<file path="src/rtl/uart_tx_fifo_reader.sv">
// 8N1 UART transmitter that pulls bytes from a FIFO read port and serialises them LSB first.
// Optional parity bit when UART_TX_PARITY_EN is defined (sense chosen by PARITY_ODD).
module uart_tx_fifo_reader #(
    parameter int unsigned CLKS_PER_BIT = 16,
    parameter int unsigned DATA_BITS    = 8,
    parameter int unsigned STOP_BITS    = 1,
    parameter bit          PARITY_ODD   = 1'b0
) (
    input  logic       clk,
    input  logic       reset,
    input  logic       fifo_empty,
    input  logic [7:0] fifo_data,
    output logic       fifo_read_enable,
    output logic       tx,
    output logic       busy,
    output logic       tx_done
);

    localparam int unsigned BaudW = (CLKS_PER_BIT > 1) ? $clog2(CLKS_PER_BIT) : 1;
    localparam logic [BaudW-1:0] BaudLast   = BaudW'(CLKS_PER_BIT - 1);
    localparam logic [BaudW-1:0] BaudPenult = BaudW'(CLKS_PER_BIT - 2);
    localparam logic [2:0]       DataLast   = 3'(DATA_BITS - 1);
    localparam logic [2:0]       StopLast   = 3'(STOP_BITS - 1);

    if (CLKS_PER_BIT < 2 || DATA_BITS < 5 || DATA_BITS > 8 ||
        (STOP_BITS != 1 && STOP_BITS != 2) || PARITY_ODD > 1'b1) begin : gen_bad_params
        $error("uart_tx_fifo_reader: illegal parameter combination");
    end

    typedef enum logic [2:0] {
        StIdle,
        StFetch,
        StLoad,
        StStart,
        StData,
`ifdef UART_TX_PARITY_EN
        StParity,
`endif
        StStop
    } state_e;

    state_e               state_q;
    logic                 tx_q;
    logic                 busy_q;
    logic                 rd_q;
    logic                 done_q;
    logic [BaudW-1:0]     baud_q;
    logic [2:0]           bit_q;
    logic [DATA_BITS-1:0] shift_q;
`ifdef UART_TX_PARITY_EN
    logic                 parity_q;
`endif

    always_ff @(posedge clk) begin
        if (reset) begin
            state_q  <= StIdle;
            tx_q     <= 1'b1;
            busy_q   <= 1'b0;
            rd_q     <= 1'b0;
            done_q   <= 1'b0;
            baud_q   <= '0;
            bit_q    <= '0;
            shift_q  <= '0;
`ifdef UART_TX_PARITY_EN
            parity_q <= 1'b0;
`endif
        end else begin
            rd_q   <= 1'b0;
            done_q <= 1'b0;
            unique case (state_q)
                StIdle: begin
                    tx_q <= 1'b1;
                    if (!fifo_empty) begin
                        rd_q    <= 1'b1;
                        busy_q  <= 1'b1;
                        state_q <= StFetch;
                    end
                end
                StFetch: state_q <= StLoad;
                StLoad: begin
                    shift_q  <= fifo_data[DATA_BITS-1:0];
`ifdef UART_TX_PARITY_EN
                    parity_q <= (^fifo_data[DATA_BITS-1:0]) ^ PARITY_ODD;
`endif
                    tx_q     <= 1'b0;
                    baud_q   <= '0;
                    bit_q    <= '0;
                    state_q  <= StStart;
                end
                StStart: begin
                    if (baud_q == BaudLast) begin
                        baud_q  <= '0;
                        tx_q    <= shift_q[0];
                        state_q <= StData;
                    end else begin
                        baud_q <= baud_q + 1'b1;
                    end
                end
                StData: begin
                    if (baud_q == BaudLast) begin
                        baud_q  <= '0;
                        shift_q <= shift_q >> 1;
                        if (bit_q == DataLast) begin
                            bit_q   <= '0;
`ifdef UART_TX_PARITY_EN
                            tx_q    <= parity_q;
                            state_q <= StParity;
`else
                            tx_q    <= 1'b1;
                            state_q <= StStop;
`endif
                        end else begin
                            bit_q <= bit_q + 1'b1;
                            tx_q  <= shift_q[1];
                        end
                    end else begin
                        baud_q <= baud_q + 1'b1;
                    end
                end
`ifdef UART_TX_PARITY_EN
                StParity: begin
                    if (baud_q == BaudLast) begin
                        baud_q  <= '0;
                        tx_q    <= 1'b1;
                        state_q <= StStop;
                    end else begin
                        baud_q <= baud_q + 1'b1;
                    end
                end
`endif
                StStop: begin
                    // Raise done one cycle early so the registered pulse lands on the last cycle.
                    if (baud_q == BaudPenult && bit_q == StopLast) begin
                        done_q <= 1'b1;
                    end
                    if (baud_q == BaudLast) begin
                        baud_q <= '0;
                        if (bit_q == StopLast) begin
                            bit_q   <= '0;
                            busy_q  <= 1'b0;
                            state_q <= StIdle;
                        end else begin
                            bit_q <= bit_q + 1'b1;
                        end
                    end else begin
                        baud_q <= baud_q + 1'b1;
                    end
                end
                default: state_q <= StIdle;
            endcase
        end
    end

    assign fifo_read_enable = rd_q;
    assign tx               = tx_q;
    assign busy             = busy_q;
    assign tx_done          = done_q;

endmodule

</file>
<file path="config.mk">
export PLATFORM = sky130hd
export DESIGN_NAME = uart_tx_fifo_reader
export DESIGN_NICKNAME = d
export VERILOG_FILES = /design/src/rtl/uart_tx_fifo_reader.sv
export SDC_FILE = /design/constraint.sdc
export NUM_CORES = 1
export LEC_CHECK = 0
export CAP_MARGIN = 25
export CORE_ASPECT_RATIO = 1.5
export CORE_MARGIN = 4
export CORE_UTILIZATION = 30
export CTS_BUF_LIST = sky130_fd_sc_hd__clkbuf_2 sky130_fd_sc_hd__clkbuf_4 sky130_fd_sc_hd__clkbuf_8
export DETAILED_ROUTE_END_ITERATION = 10
export PLACE_DENSITY = 0.53
export SYNTH_ARGS = -nofsm -noshare
export SYNTH_HDL_FRONTEND = slang
export SYNTH_SLANG_ARGS = --single-unit
</file>
<file path="constraint.sdc">
create_clock -name clk -period 2 [get_ports clk]
set_input_delay 0.6 -clock clk [delete_from_list [all_inputs] [get_ports clk]]
set_output_delay 0.6 -clock clk [all_outputs]
set_load 0.01 [all_outputs]
</file>
Yosys cells after proc, flatten, opt, wreduce, memory -nomap -nowiden --
Cells that the tools add are included.
Cells by class: add/sub/neg operators 2, eq/ne operators 14, mux-type cells 26, bitwise gates (word level) 2, reduce and logical (&&, ||, !) cells 16
Operators by type and width (count):
- 3-bit 2-to-1 mux | 10
- 3-bit one-hot mux with 6 select lines | 1
- 8-bit one-hot mux with 2 select lines | 1
- 2-bit != test (second input constant) | 6
- 3-bit == test (second input constant) | 3
- 3-bit one-hot mux with 3 select lines | 1
- 4-bit == test (second input constant) | 2
- 1-bit 2-to-1 mux | 8
- 8-bit 2-to-1 mux | 1
- 4-bit one-hot mux with 2 select lines | 1
- 3-bit by 2-bit == test with 1-bit output (second input constant) | 2
- 3-bit zero test | 2
- 3-bit AND reduction | 2
- 6-bit AND reduction | 1
- 2-bit nonzero test | 3
- 4-bit by 1-bit adder with 4-bit output (second input constant) | 1
- 4-bit 2-to-1 mux | 1
- 1-bit one-hot mux with 4 select lines | 1
- 4-bit AND reduction | 1
- 4-bit nonzero test | 1
- 2-bit OR reduction | 2
- 3-bit by 1-bit adder with 3-bit output (second input constant) | 1
- 3-bit by 1-bit == test with 1-bit output (second input constant) | 1
- 3-bit nonzero test | 1
- other kinds (5) | 6
Storage, ports and cells: register bits 22, input bits 11, output and inout port bits 4, word-level logic and storage cells 68

Depth between registers and ports, before layout --
word-level depth 4, mapped depth 6, gate-level depth less buffers 6

Worst setup path before layout --
Ideal clock, no wire load.
path kind reg2reg, from reg bit_q[0], to reg state_q[2], arrival 1.509 ns, slack 0.420 ns, cell stages (with the launch flop) 7, path buffers 0, period minus slack after synthesis 1.580 ns, cells stage by stage dfxtp_1 -> ha_1 -> ha_1 -> nor2b_1 -> nor3_1 -> or4_1 -> a21oi_1
On the way: longest elaborated chain between the ends 3
RTL lines:
- start, declared | RTL line 48 | logic [2:0] bit_q;
- start signal, assigned | RTL line 113 | bit_q <= bit_q + 1'b1;
- start signal, assigned | RTL line 143 | bit_q <= bit_q + 1'b1;
- 3-bit == test / 3-bit zero test (equally long branches) | RTL line 103, 138
- 2-bit != test (no line)
- 6-bit AND reduction (no line) (*)
- end signal, assigned | RTL line 94 | state_q <= StData;
- end signal, assigned | RTL line 110 | state_q <= StStop;
- end signal, assigned | RTL line 141 | state_q <= StIdle;
- end, declared | RTL line 42 | state_e state_q;
Every way passes the cells marked *; elsewhere a longest branch is shown, timed or not. A chain may end at the register's enable or synchronous reset.

Worst setup path after layout --
from reg busy_q, in the netlist busy, to out busy
RTL lines:
- start, declared | RTL line 44 | logic busy_q;
- start signal, assigned | RTL line 58 | busy_q <= 1'b0;
- start signal, assigned | RTL line 75 | busy_q <= 1'b1;
- start signal, assigned | RTL line 140 | busy_q <= 1'b0;
- end, declared | RTL line 15 | output logic busy,
No word-level cell between the ends.

==> results.toml <==
[clocking]
post_cts_resize_count = 0
cts_tree = "built"
ctsHoldBuffers = 0
cts.path.max_buffers = 2
cts_made_buffers = 3
post_cts_buffers = 0
clock-root-buffer = "clkbuf_8"
clk_latency_ns = 0.27
cts.reportedPaths.clkPinSlew_ns = 0.08
clock_sink_count = 22
cts_htree_levels = 1

[drt]
postRouteAntennaNets = 0
first_iter_violations = 37
detail_route.first_pass.iterations = 4
detail_route.vias_per_cell = 5.27
routed_wirelength_mm = 2.73
route.vias.total = 1085
drt_drc_violations_left = 0
routed_wire_length_per_instance_um = 13.2

[logic_synthesis]
yosysTopAreaCellShare_pct = 35.8
synthDistinctLibCells = 41
yosysTopAreaCell = "dfxtp_1"
postSynthNetCount = 161
post_synth_and_or_nand_nor_area_fraction_pct = 25.4
sequential_cell_area_fraction_in_the_yosys_report_pct = 35.8
yosys.area_share.adder_pct = 5.08
yosys-top-cells-area = "dfxtp_1 36%, mux2i_1 8.1%, a21oi_1 6.5%"
synthesis.area_per_instance_sq_um = 8.49
synth_top_family_by_area = "simple AND/OR/NAND/NOR gates"
yosysWarningCount = 0
synth_flop_type = "dfxtp_1"
synth-compound-area-share_pct = 19.7
async_flop_share_pct = 0
synthesis.instances = 145
synthesis.area_sq_um = 1230
synth_edf_count = 0
synthMuxAreaShare_pct = 8.13
synth-seq-cells = 22
synth.most_common_cell = "dfxtp_1"
synth.top_cells.by_count = "22 x dfxtp_1, 16 x a21oi_1, 11 x nor2_1"
yosys.area_share.xor_xnor_pct = 0

[worst_setup_path]
critPathMaxFanout = 2
critPathSlowestCell = "clkdlybuf4s50_1"
worst-endpoint-required_ns = 1.40
cp_slowest_stage_delay_ns = 0.53
cp_num_buf_inv = 1
worstSetupPathType = "reg -> out"
startpoint_type = "flop"
crit_chain = "clkdlybuf4s50_1"
critPathArrivalTime_ns = 1.14
timing.critical_path.to_type = "output port"
cpLargestDelayFamily = "buffers and inverters"

[pwr]
maximum_ir_drop_on_the_vdd_rail_uv = 420
total_power_consumption_mw = 1.47
leakage_nw = 0.543
power.density_nw_per_um2 = 974

[global_route]
grt_start_max_net_pins = 21
globalRouteTotalUtil_pct = 11.3
grt_antenna_before_repair = 0
grt_first_pass_wirelength_mm = 4.67
grt_remaining_overflow = 0
via_count_of_the_first_global_routing_pass = 1082

[sta]
worst_clock_skew_ns = 0.00683
worst_slew_pin_slew_ns = 0.484
final.period_utilization_pct = 87.2
setup-tns-final_ns = 0
final-max-slew-violation-count = 0
layout_min_cycle_time_ns = 1.74
hold_viol = 0
setup_viol_count_final = 0
rsz_0062_raised_after_global_routing = "false"
postLayoutSetupSlackWorst_ns = 0.255
clock.fmax_mhz = 573
maxSlewHeadroom_pct = 67.3

[layout]
nNetsFinal = 178
synthToLayoutAreaGrowth_pct = 22.3
layoutNonFillerInstCount = 206
fin_util_pct = 38.0
final_layout_size_suffix_gt1_share_pct = 10.6
num_antenna_cells = 0

[status]
outcome = "finished, final reports clean"

[die]
die_height_um = 86.5
placeableCoreArea_sq_um = 3960
initial_utilization_pct = 31.1
die_area_sq_um = 5210
num_rows = 28
die-width_um = 60.3
boundaryPins = 15

[placement]
io_buffer_count = 14
globalplace.congestion = 0.802
place_worst_setup_slack_ns = 0.110
place_inst = 202
dpl.hpwl_mm = 2.03

[min_path]
hold_path.class = "reg -> reg"

[run]
timing.max_cap.violations = 0
[final timing paths]
kind / from / endpoint / slack [ns] / depth (start not counted)
max: busy / busy / 0.26 / 1
min: shift_q[4] / shift_q[4] / 0.48 / 2
max reg2reg: bit_q[0] / state_q[2] / 0.26 / 6
min reg2reg: shift_q[4] / shift_q[4] / 0.48 / 2
[report_power, final]
part           switching [mW]  leakage (nW)  internal (mW)
Sequential             0.0661         0.179          0.501
Clock                   0.150        0.0357          0.268
Combinational           0.253         0.329          0.228
Total                   0.470         0.543          0.996
[per-layer routing]
layer | up-vias | part of all wire (%) | GRT usage [%]
li1 | 563 | - | -
met1 | 503 | 46 | 13.7
met2 | 14 | 49 | 19.8
met3 | 5 | 3.7 | 1.49
met4 | 0 | 1.8 | 3.83
met5 | - | 0 | 0
[metrics by stage]
stage | hold WS [ns] | instance area [sq um]
final | 0.480 | 1510
after floorplan | 0.454 | 1230
after global placement | 0.450 | 1430
after detailed placement | 0.472 | 1430
after CTS | 0.484 | 1510
after global routing | 0.516 | 1510
[placed cells by master, fill, tap and decap left out, drive strengths merged, types with 3 or more instances in the layout]
master         synthesis  routed
dfxtp                 22      22
a21oi                 18      18
clkdlybuf4s50          0      14
nor2                  11      11
mux2i                 10      10
o21ai                 10      10
buf                    6       8
or3                    7       7
nand2                  6       6
inv                    5       5
ha                     5       5
nand3b                 4       4
nand3                  4       4
nor2b                  3       3
clkbuf                 4       3
[registers in the layout, summed over array words and instances, names as in the netlist]
signal            cells
baud_q                4
bit_q                 3
busy                  1
fifo_read_enable      1
shift_q               8
state_q               3
tx                    1
tx_done               1
[area by class of cell]
class / instances / area (sq um)
clock inverters: 1 / 30.0
clock buffers: 3 / 41.3
well taps: 45 / 56.3
inverters: 5 / 18.8
multi-input cells: 108 / 718
flip-flops and latches: 22 / 440
fillers: 406 / 2450
repair buffers: 22 / 200
[cell families (layout without fill, tap and decap cells)]
| logic type | after synthesis | in the layout |
|---|---|---|
| and+or+nand+nor | 53 | 53 |
| AOI/OAI and AO/OA | 40 | 40 |
| DFF | 22 | 22 |
| buffers and inverters | 15 | 31 |
| muxes | 10 | 10 |
| adders and majority gates | 5 | 5 |
(Power assumes the default switching activity.)
